### src/rtl/inst_buffer.sv
// -----------------------------------------------------------------------------
// inst_buffer
//   Decoupling FIFO between fetch and decode. It accepts up to FETCH_WIDTH
//   instructions per cycle from fetch and compacts them into a circular array.
//   It presents the oldest two entries, in program order, to the decoders.
//   It absorbs decode/rename backpressure and discards its contents on flush.
//
// Ports
//   clk          in   core clock, all state updates on the rising edge
//   rst_n        in   asynchronous active-low reset
//   flush        in   redirect/mispredict; empties the buffer (highest priority)
//   fetch_valid  in   fetch bundle offered this cycle
//   fetch_mask   in   per-slot valid of the bundle (never 00 while fetch_valid)
//   fetch_pc     in   slot PCs, slot 0 is older
//   fetch_inst   in   slot instruction words
//   fetch_ready  out  bundle accepted when fetch_valid & fetch_ready
//   dec_valid    out  output slot valid; [1] implies [0]
//   dec_pc       out  PC of head / head+1
//   dec_inst     out  instruction of head / head+1
//   dec_pop      in   decode consumes slot(s): 00, 01 or 11
//
// Optional feature (macro INST_BUF_STATS_EN)
//   Adds stat_full_cycles and stat_empty_cycles, two saturating 32-bit
//   counters that are cleared by reset only, not by flush.
// -----------------------------------------------------------------------------
module inst_buffer #(
    parameter int DEPTH       = 4,
    parameter int FETCH_WIDTH = 2,
    parameter int ADDR_BITS   = 32,
    parameter int INST_BITS   = 32
) (
    input  logic                                  clk,
    input  logic                                  rst_n,
    input  logic                                  flush,
    input  logic                                  fetch_valid,
    input  logic [FETCH_WIDTH-1:0]                fetch_mask,
    input  logic [FETCH_WIDTH-1:0][ADDR_BITS-1:0] fetch_pc,
    input  logic [FETCH_WIDTH-1:0][INST_BITS-1:0] fetch_inst,
    output logic                                  fetch_ready,
    output logic [FETCH_WIDTH-1:0]                dec_valid,
    output logic [FETCH_WIDTH-1:0][ADDR_BITS-1:0] dec_pc,
    output logic [FETCH_WIDTH-1:0][INST_BITS-1:0] dec_inst,
    input  logic [FETCH_WIDTH-1:0]                dec_pop
`ifdef INST_BUF_STATS_EN
    ,
    output logic [31:0]                           stat_full_cycles,
    output logic [31:0]                           stat_empty_cycles
`endif
);

    localparam int PTR_W = $clog2(DEPTH);
    localparam int CNT_W = PTR_W + 1;

    // Entry payloads are never reset; dec_valid qualifies them.
    logic [ADDR_BITS-1:0] r_pc_mem   [DEPTH];
    logic [INST_BITS-1:0] r_inst_mem [DEPTH];

    logic [PTR_W-1:0] r_head;
    logic [PTR_W-1:0] r_tail;
    logic [CNT_W-1:0] r_count;

    logic             w_accept;
    logic [1:0]       w_enq_cnt;
    logic [1:0]       w_deq_cnt;
    logic [PTR_W-1:0] w_wr_ptr1;

    // Readiness depends on the registered count only. A pop in the same
    // cycle does not give credit, so the check stays off the decode path.
    assign fetch_ready = (r_count <= CNT_W'(DEPTH - FETCH_WIDTH));
    assign w_accept    = fetch_valid & fetch_ready & ~flush;
    assign w_enq_cnt   = w_accept ? ({1'b0, fetch_mask[0]} + {1'b0, fetch_mask[1]}) : 2'd0;
    assign w_deq_cnt   = {1'b0, dec_pop[0]} + {1'b0, dec_pop[1]};

    // Compaction: slot 1 lands at the tail when slot 0 is absent,
    // and at the tail plus one otherwise.
    assign w_wr_ptr1   = r_tail + PTR_W'(fetch_mask[0]);

    always_ff @(posedge clk) begin
        if (w_accept) begin
            if (fetch_mask[0]) begin
                r_pc_mem[r_tail]   <= fetch_pc[0];
                r_inst_mem[r_tail] <= fetch_inst[0];
            end
            if (fetch_mask[1]) begin
                r_pc_mem[w_wr_ptr1]   <= fetch_pc[1];
                r_inst_mem[w_wr_ptr1] <= fetch_inst[1];
            end
        end
    end

    always_ff @(posedge clk or negedge rst_n) begin
        if (!rst_n) begin
            r_head  <= '0;
            r_tail  <= '0;
            r_count <= '0;
        end else if (flush) begin
            r_head  <= '0;
            r_tail  <= '0;
            r_count <= '0;
        end else begin
            r_head  <= r_head + PTR_W'(w_deq_cnt);
            r_tail  <= r_tail + PTR_W'(w_enq_cnt);
            r_count <= r_count + CNT_W'(w_enq_cnt) - CNT_W'(w_deq_cnt);
        end
    end

    // Output slot gi shows entry head+gi. There is no bypass from the
    // enqueue port, so a new bundle becomes visible one cycle later.
    genvar gi;
    generate
        for (gi = 0; gi < FETCH_WIDTH; gi++) begin : g_slot
            logic [PTR_W-1:0] w_rd_ptr;
            assign w_rd_ptr      = r_head + PTR_W'(gi);
            assign dec_valid[gi] = (r_count > CNT_W'(gi));
            assign dec_pc[gi]    = r_pc_mem[w_rd_ptr];
            assign dec_inst[gi]  = r_inst_mem[w_rd_ptr];
        end
    endgenerate

`ifdef INST_BUF_STATS_EN
    logic [31:0] r_full_cycles;
    logic [31:0] r_empty_cycles;

    always_ff @(posedge clk or negedge rst_n) begin
        if (!rst_n) begin
            r_full_cycles  <= '0;
            r_empty_cycles <= '0;
        end else begin
            if (fetch_valid && !fetch_ready && (r_full_cycles != '1)) begin
                r_full_cycles <= r_full_cycles + 32'd1;
            end
            if ((r_count == '0) && !flush && (r_empty_cycles != '1)) begin
                r_empty_cycles <= r_empty_cycles + 32'd1;
            end
        end
    end

    assign stat_full_cycles  = r_full_cycles;
    assign stat_empty_cycles = r_empty_cycles;
`endif

    // Protocol checks on the neighbouring stages.
    a_pop_legal : assert property (@(posedge clk) disable iff (!rst_n)
        (dec_pop != 2'b10) && ((dec_pop & ~dec_valid) == '0));
    a_mask_legal : assert property (@(posedge clk) disable iff (!rst_n)
        fetch_valid |-> (fetch_mask != '0));

endmodule

### config.mk
export PLATFORM = sky130hd
export DESIGN_NAME = inst_buffer
export DESIGN_NICKNAME = d
export VERILOG_FILES = /design/src/rtl/inst_buffer.sv
export SDC_FILE = /design/constraint.sdc
export NUM_CORES = 1
export LEC_CHECK = 0
export ABC_AREA = 1
export ABC_CLOCK_PERIOD_IN_PS = 16200
export CORE_UTILIZATION = 58
export DETAILED_ROUTE_END_ITERATION = 12
export PLACE_DENSITY = 0.86
export SYNTH_ARGS = -nofsm -noshare
export SYNTH_HDL_FRONTEND = slang
export SYNTH_SLANG_ARGS = --single-unit
### constraint.sdc
create_clock -name clk -period 16.2 [get_ports clk]
set_input_delay 3.24 -clock clk [delete_from_list [all_inputs] [get_ports clk]]
set_output_delay 3.24 -clock clk [all_outputs]
set_load 0.02 [all_outputs]
==> flow_summary.yaml, run 1 <==
run_status:
  status: "complete, no violations"
timing:
  slew_headroom_pct: 9.08
  final.setup.tns_ns: 0
  final-hold-violation-count: 0
  setup_slack_ns: 8.53
  fin_crit_ns: 7.67
  maxSlewViolCount: 0
  finClkSkew_ns: 0.0257
  setup-violations-final: 0
  clock.fmax_ghz: 0.130
  worst_pin_slew_ns: 1.36
  finalCritPeriodShare_pct: 47.4
  rsz0062_at_grt: "false"
flow_run:
  cap_violations: 0
synthesis:
  seq_area_frac_synth_pct: 51.3
  yosysWarnings: 0
  synth_edf_count: 256
  synth_async_sr_flop_share_pct: 2.66
  synth_top_area_share_pct: 50.2
  netlist_instances: 1971
  avgSynthCellArea_um2: 7.77
  synth_seq_cells: 263
  syn_area_um2: 15300
  synth_flop_cell: "edfxtp_1"
  synth.largest_area_cell: "edfxtp_1"
  yosysUniqueCellTypes: 21
  synthTopCellsByArea: "edfxtp_1 (50%), nand2_1 (15%), nand3_1 (8.5%)"
  synthesis.nets: 2116
pwr:
  clkPwrFrac_pct: 26.0
  p_int_mw: 1.39
  p_leak_nw: 7.52
  power_frac_comb_pct: 36.1
  swShare_pct: 35.5
  switching_power_uw: 769
  ir_worst_vdd_v: 0.0000601
  sequentialPowerShare_pct: 37.9
  power.density_nw_per_um2: 116
worst_setup_path:
  slowest_stage: "inv_6"
  worst_path_largest_cell_delay_ns: 1.05
  rr_startpoint: "r_count[0]"
  critical_path_arrival_ns: 4.43
  path_max_fanout: 192
  rr_endpoint: "r_pc_mem[3][31]"
  reg2reg_slack_ns: 11.71
  path_cells: "buf_4 -> inv_6 -> o21ai_0 -> o22ai_1 -> clkdlybuf4s50_1"
  crit_type: "reg2out"
  crit_required_ns: 12.96
  crit_start: "r_head[0]"
  endpoint_kind: "output port"
  start_kind: "register"
  rr_worst_depth: 8
routing:
  postRouteAntennaNets: 0
  drt-wirelength-per-cell_um: 19.7
  drt_iter0_markers: 2241
  drc: 0
  via_count: 15600
  via_per_inst: 6.31
  first_pass_iters: 6
  drt_wl_total_mm: 48.8
clock_network:
  ctsResizeCount: 0
  clock-root-buffer: "clkbuf_16"
  hold_buffers: 0
  cts.sinks: 263
  clockBufferDepth: 3
  path_clk_slew_ns: 0.06
  cts_buffers: 25
  tritoncts: "yes"
  htreeDepth: 1
  clock_latency_ns: 0.55
  post-cts-setup-buffers: 0
worst_hold_path:
  min_path_cells: 3
  min_to: "r_count[0]"
  min-delay-start: "r_count[0]"
  min_path_type: "reg2reg"
layout:
  final_nets: 2269
  drive_above_1_share_pct: 3.32
  n_antenna_cell: 0
  area_growth_pct: 22.2
grt:
  gr-usage-all-layers_pct: 35.4
  grt_pass1_vias: 14800
  antenna_found_initial: 0
  grt_max_degree: 193
  grt-ovfl-total: 0
  grt_pass1_wl_mm: 73.9
die:
  fp-row-count: 59
  fp.dieW_um: 164
  floorplan.die.height_um: 164
  core_um2: 26000
  die_area_um2: 27100
  io_pins: 267
  initial_utilization_pct: 58.9
place:
  hpwl_mm: 27.6
  pre_cts_ws_ns: 8.43
  finalWeightedCongestion: 0.834
  place.port_buffers: 266
==> cell usage in the layout, fill, tap and decap left out, drive strengths merged <==
cell type / count
inv: 20
buf: 19
nand2: 593
a21oi: 64
and2: 1
or2: 1
nand4: 1
nand3: 259
nor2: 336
clkinv: 9
fa: 2
o21ai: 197
xnor2: 3
ha: 7
dfrtp: 7
edfxtp: 256
clkbuf: 31
xor2: 1
nor3: 1
o22ai: 64
bufinv: 2
clkdlybuf4s50: 266
==> per-stage QoR <==
stage               hold WS (ns)  std cells  utilization, %  instance area [um2]  power [mW]
finish                     0.650       2475            72.0                18700        2.16
global route               0.702       2475            72.0                18700        2.24
CTS                        0.660       2475            72.0                18700        2.15
detailed placement         0.646       2432            69.1                18000        1.59
global placement           0.630       2432            69.1                18000        1.57
floorplan                  0.595       1971               -                15300        1.26
==> worst max-delay path by stage <==
| stage | endpoint | slack (ns) | cells after the start |
|---|---|---|---|
| 6_report | dec_inst[1] | 8.53 | 5 |
| 5_1_grt | dec_inst[60] | 8.31 | 6 |
| 4_1_cts | dec_pc[63] | 8.74 | 6 |
| 3_5_place_dp | r_pc_mem[3][7] | 8.43 | 9 |
| 3_3_place_gp | r_pc_mem[3][6] | 8.57 | 9 |
| 2_1_floorplan | r_inst_mem[0][0] | 7.44 | 5 |
==> cells by family after synthesis <==
kind of cell | after synthesis | synth area share [%]
simple gates | 1192 | 31.5
compound gates | 325 | 11.1
flops | 263 | 51.3
buf+inv | 178 | 4.99
fa+ha+maj | 9 | 0.833
xor+xnor | 4 | 0.229
==> registers in the layout, indices dropped and copies added, names as in the netlist <==
name	cells
r_pc_mem	128
r_tail	2
r_head	2
r_inst_mem	128
r_count	3
==> Yosys cell counts (2+ instances only) <==
cell type    n
nand2_1    593
nor2_1     336
nand3_1    259
edfxtp_1   256
o21ai_0    197
buf_2       77
clkbuf_1    67
a21oi_1     64
o22ai_1     64
inv_1       17
buf_1       15
dfrtp_1      7
ha_1         7
xnor2_1      3
fa_1         2
inv_2        2
==> per-layer routing <==
metal / vias to the layer above / wire length, um / track usage [%]
met3: 204 / 6780 / 6.30
met1: 7069 / 16900 / 44.2
li1: 7000 / - / -
met2: 1342 / 22700 / 57.5
met5: - / 0 / 0
met4: 0 / 2420 / 21.3
==> critical path: cells and delay by family (launching register included) <==
family          cells  cell delay [ns]
flops               1             0.70
buf+inv             3             2.29
compound gates      2             0.87
==> power by group through the flow <==
stage	combinational [mW]	sequential (mW)	clock, mW
2_1_floorplan	0.434	0.822	0
3_3_place_gp	0.742	0.831	0
3_5_place_dp	0.761	0.833	0
4_1_cts	0.766	0.819	0.561
5_1_grt	0.831	0.823	0.586
6_report	0.780	0.820	0.562
==> cell type report <==
| type | instances | area [um2] |
|---|---|---|
| sequential | 263 | 7870 |
| multi-input combinational | 1530 | 6780 |
| clock inverter | 12 | 106 |
| fill | 1831 | 7280 |
| inverter | 19 | 76.3 |
| clock buffer | 31 | 648 |
| timing repair buffer | 285 | 2810 |
| tap | 335 | 419 |
Note: power is estimated with default switching activity, not from simulation.
==> run 2, diff against run 1 <==
--- a/config.mk
+++ b/config.mk
@@ -6,10 +6,10 @@
 export NUM_CORES = 1
 export LEC_CHECK = 0
 export ABC_AREA = 1
-export ABC_CLOCK_PERIOD_IN_PS = 16200
-export CORE_UTILIZATION = 58
+export ABC_CLOCK_PERIOD_IN_PS = 7000
+export CORE_UTILIZATION = 49
 export DETAILED_ROUTE_END_ITERATION = 12
-export PLACE_DENSITY = 0.86
+export PLACE_DENSITY = 0.77
 export SYNTH_ARGS = -nofsm -noshare
 export SYNTH_HDL_FRONTEND = slang
 export SYNTH_SLANG_ARGS = --single-unit
==> constraint.sdc (replaced) <==
create_clock -name clk -period 7 [get_ports clk]
set_input_delay 1.4 -clock clk [delete_from_list [all_inputs] [get_ports clk]]
set_output_delay 1.4 -clock clk [all_outputs]
set_load 0.02 [all_outputs]
==> flow_summary.yaml, run 2 (synthesized netlist as in run 1, its figures left out) <==
layout:
  final_common_cell: "nand2_1"
  final_cell_mix: "nand2_1 (588), nor2_1 (331), clkdlybuf4s50_1 (266), nand3_1 (259), edfxtp_1 (256)"
  drive_above_1_share_pct: 4.22
  area_growth_pct: 24.5
  largestRegisters: "r_inst_mem x128, r_pc_mem x128, r_count x3"
  final_nets: 2279
routing:
  via_per_inst: 6.01
  postRouteAntennaNets: 0
  via_count: 15400
  drt_wl_total_mm: 50.2
  drc: 0
  first_pass_iters: 8
  drt_iter0_markers: 2131
  drt-wirelength-per-cell_um: 19.6
timing:
  finalCritPeriodShare_pct: 76.9
  final.setup.tns_ns: 0
  clock.fmax_ghz: 0.186
  slew_headroom_pct: 20.7
  setup-violations-final: 0
  maxSlewViolCount: 0
  worst_pin_slew_ns: 1.19
  final-hold-violation-count: 0
  finClkSkew_ns: 0.00896
  rsz0062_at_grt: "false"
  fin_crit_ns: 5.39
clock_network:
  path_clk_slew_ns: 0.06
  tritoncts: "yes"
  hold_buffers: 0
  cts.sinks: 263
  clock-root-buffer: "clkbuf_16"
  cts_buffers: 29
  clock_latency_ns: 0.55
  ctsResizeCount: 0
  post-cts-setup-buffers: 0
  htreeDepth: 1
  clockBufferDepth: 3
die:
  core_um2: 30700
  die_area_um2: 32000
  io_pins: 267
  floorplan.die.height_um: 179
  fp-row-count: 64
  fp.dieW_um: 179
  initial_utilization_pct: 49.9
worst_setup_path:
  start_kind: "register"
  crit_required_ns: 5.60
  path_max_fanout: 108
  crit_type: "reg2out"
  critical_path_arrival_ns: 3.99
  endpoint_kind: "output port"
pwr:
  totalPowerFinal_mw: 5.28
  power.density_nw_per_um2: 277
  p_leak_nw: 7.66
  ir_worst_vdd_v: 0.000179
grt:
  grt_pass1_vias: 14500
  grt_max_degree: 151
  gr-usage-all-layers_pct: 30.6
  grt_pass1_wl_mm: 75.2
  antenna_found_initial: 4
  grt-ovfl-total: 0
place:
  place.port_buffers: 266
  hpwl_mm: 28.7
  finalWeightedCongestion: 0.844
flow_run:
  cap_violations: 0
worst_hold_path:
  min_path_type: "reg2reg"
run_status:
  status: "complete, no violations"
## run 2: area by class of cell
cell class,count,area (um2)
antenna,1,2.50
clock buffer,32,737
clock inverter,22,243
fill,2496,11600
inverter,19,76.3
multi-input combinational,1530,6780
sequential,263,7870
tap,396,495
timing repair buffer,291,2860
## run 2: critical path, cell delays in order (launching register included)
cell	delay (ns)
dfrtp_4	1.09
buf_4	0.83
nor2_1	0.11
nor2_1	0.14
a21oi_1	0.07
o21ai_0	0.37
clkdlybuf4s50_1	0.68
## run 2: through the flow
stage,hold WS (ns),cells,setup WS (ns),util [%],area [um2]
finish,0.644,2554,1.61,62.2,19100
CTS,0.655,2553,1.73,62.2,19100
floorplan,0.595,1971,0.0796,-,15300
detailed placement,0.639,2499,2.31,59.0,18100
global placement,0.638,2499,2.40,59.0,18100
global route,0.732,2553,1.47,62.2,19100
## run 2: worst paths after layout
| check | depth (start not counted) | from | slack [ns] | endpoint |
|---|---|---|---|---|
| max | 6 | r_head[1] | 1.61 | dec_inst[37] |
| min | 3 | r_count[0] | 0.64 | r_count[0] |
| max reg2reg | 10 | r_tail[0] | 4.00 | r_pc_mem[2][3] |
| min reg2reg | 3 | r_count[0] | 0.64 | r_count[0] |
| max in group asynchronous | 1 | rst_n | 5.59 | r_head[1] |
| min in group asynchronous | 1 | rst_n | 1.12 | r_count[0] |
## run 2: per-layer routing
layer	track usage [%]	vias up	part of all wire (%)
li1	-	7026	-
met1	37.4	7075	36
met2	51.6	1080	48
met3	5.22	168	12
met4	16.7	6	4.2
met5	0	-	0.084
## run 2: power breakdown
part	internal (mW)	switching (mW)
Combinational	0.672	1.11
Clock	0.943	0.636
Sequential	1.83	0.0904
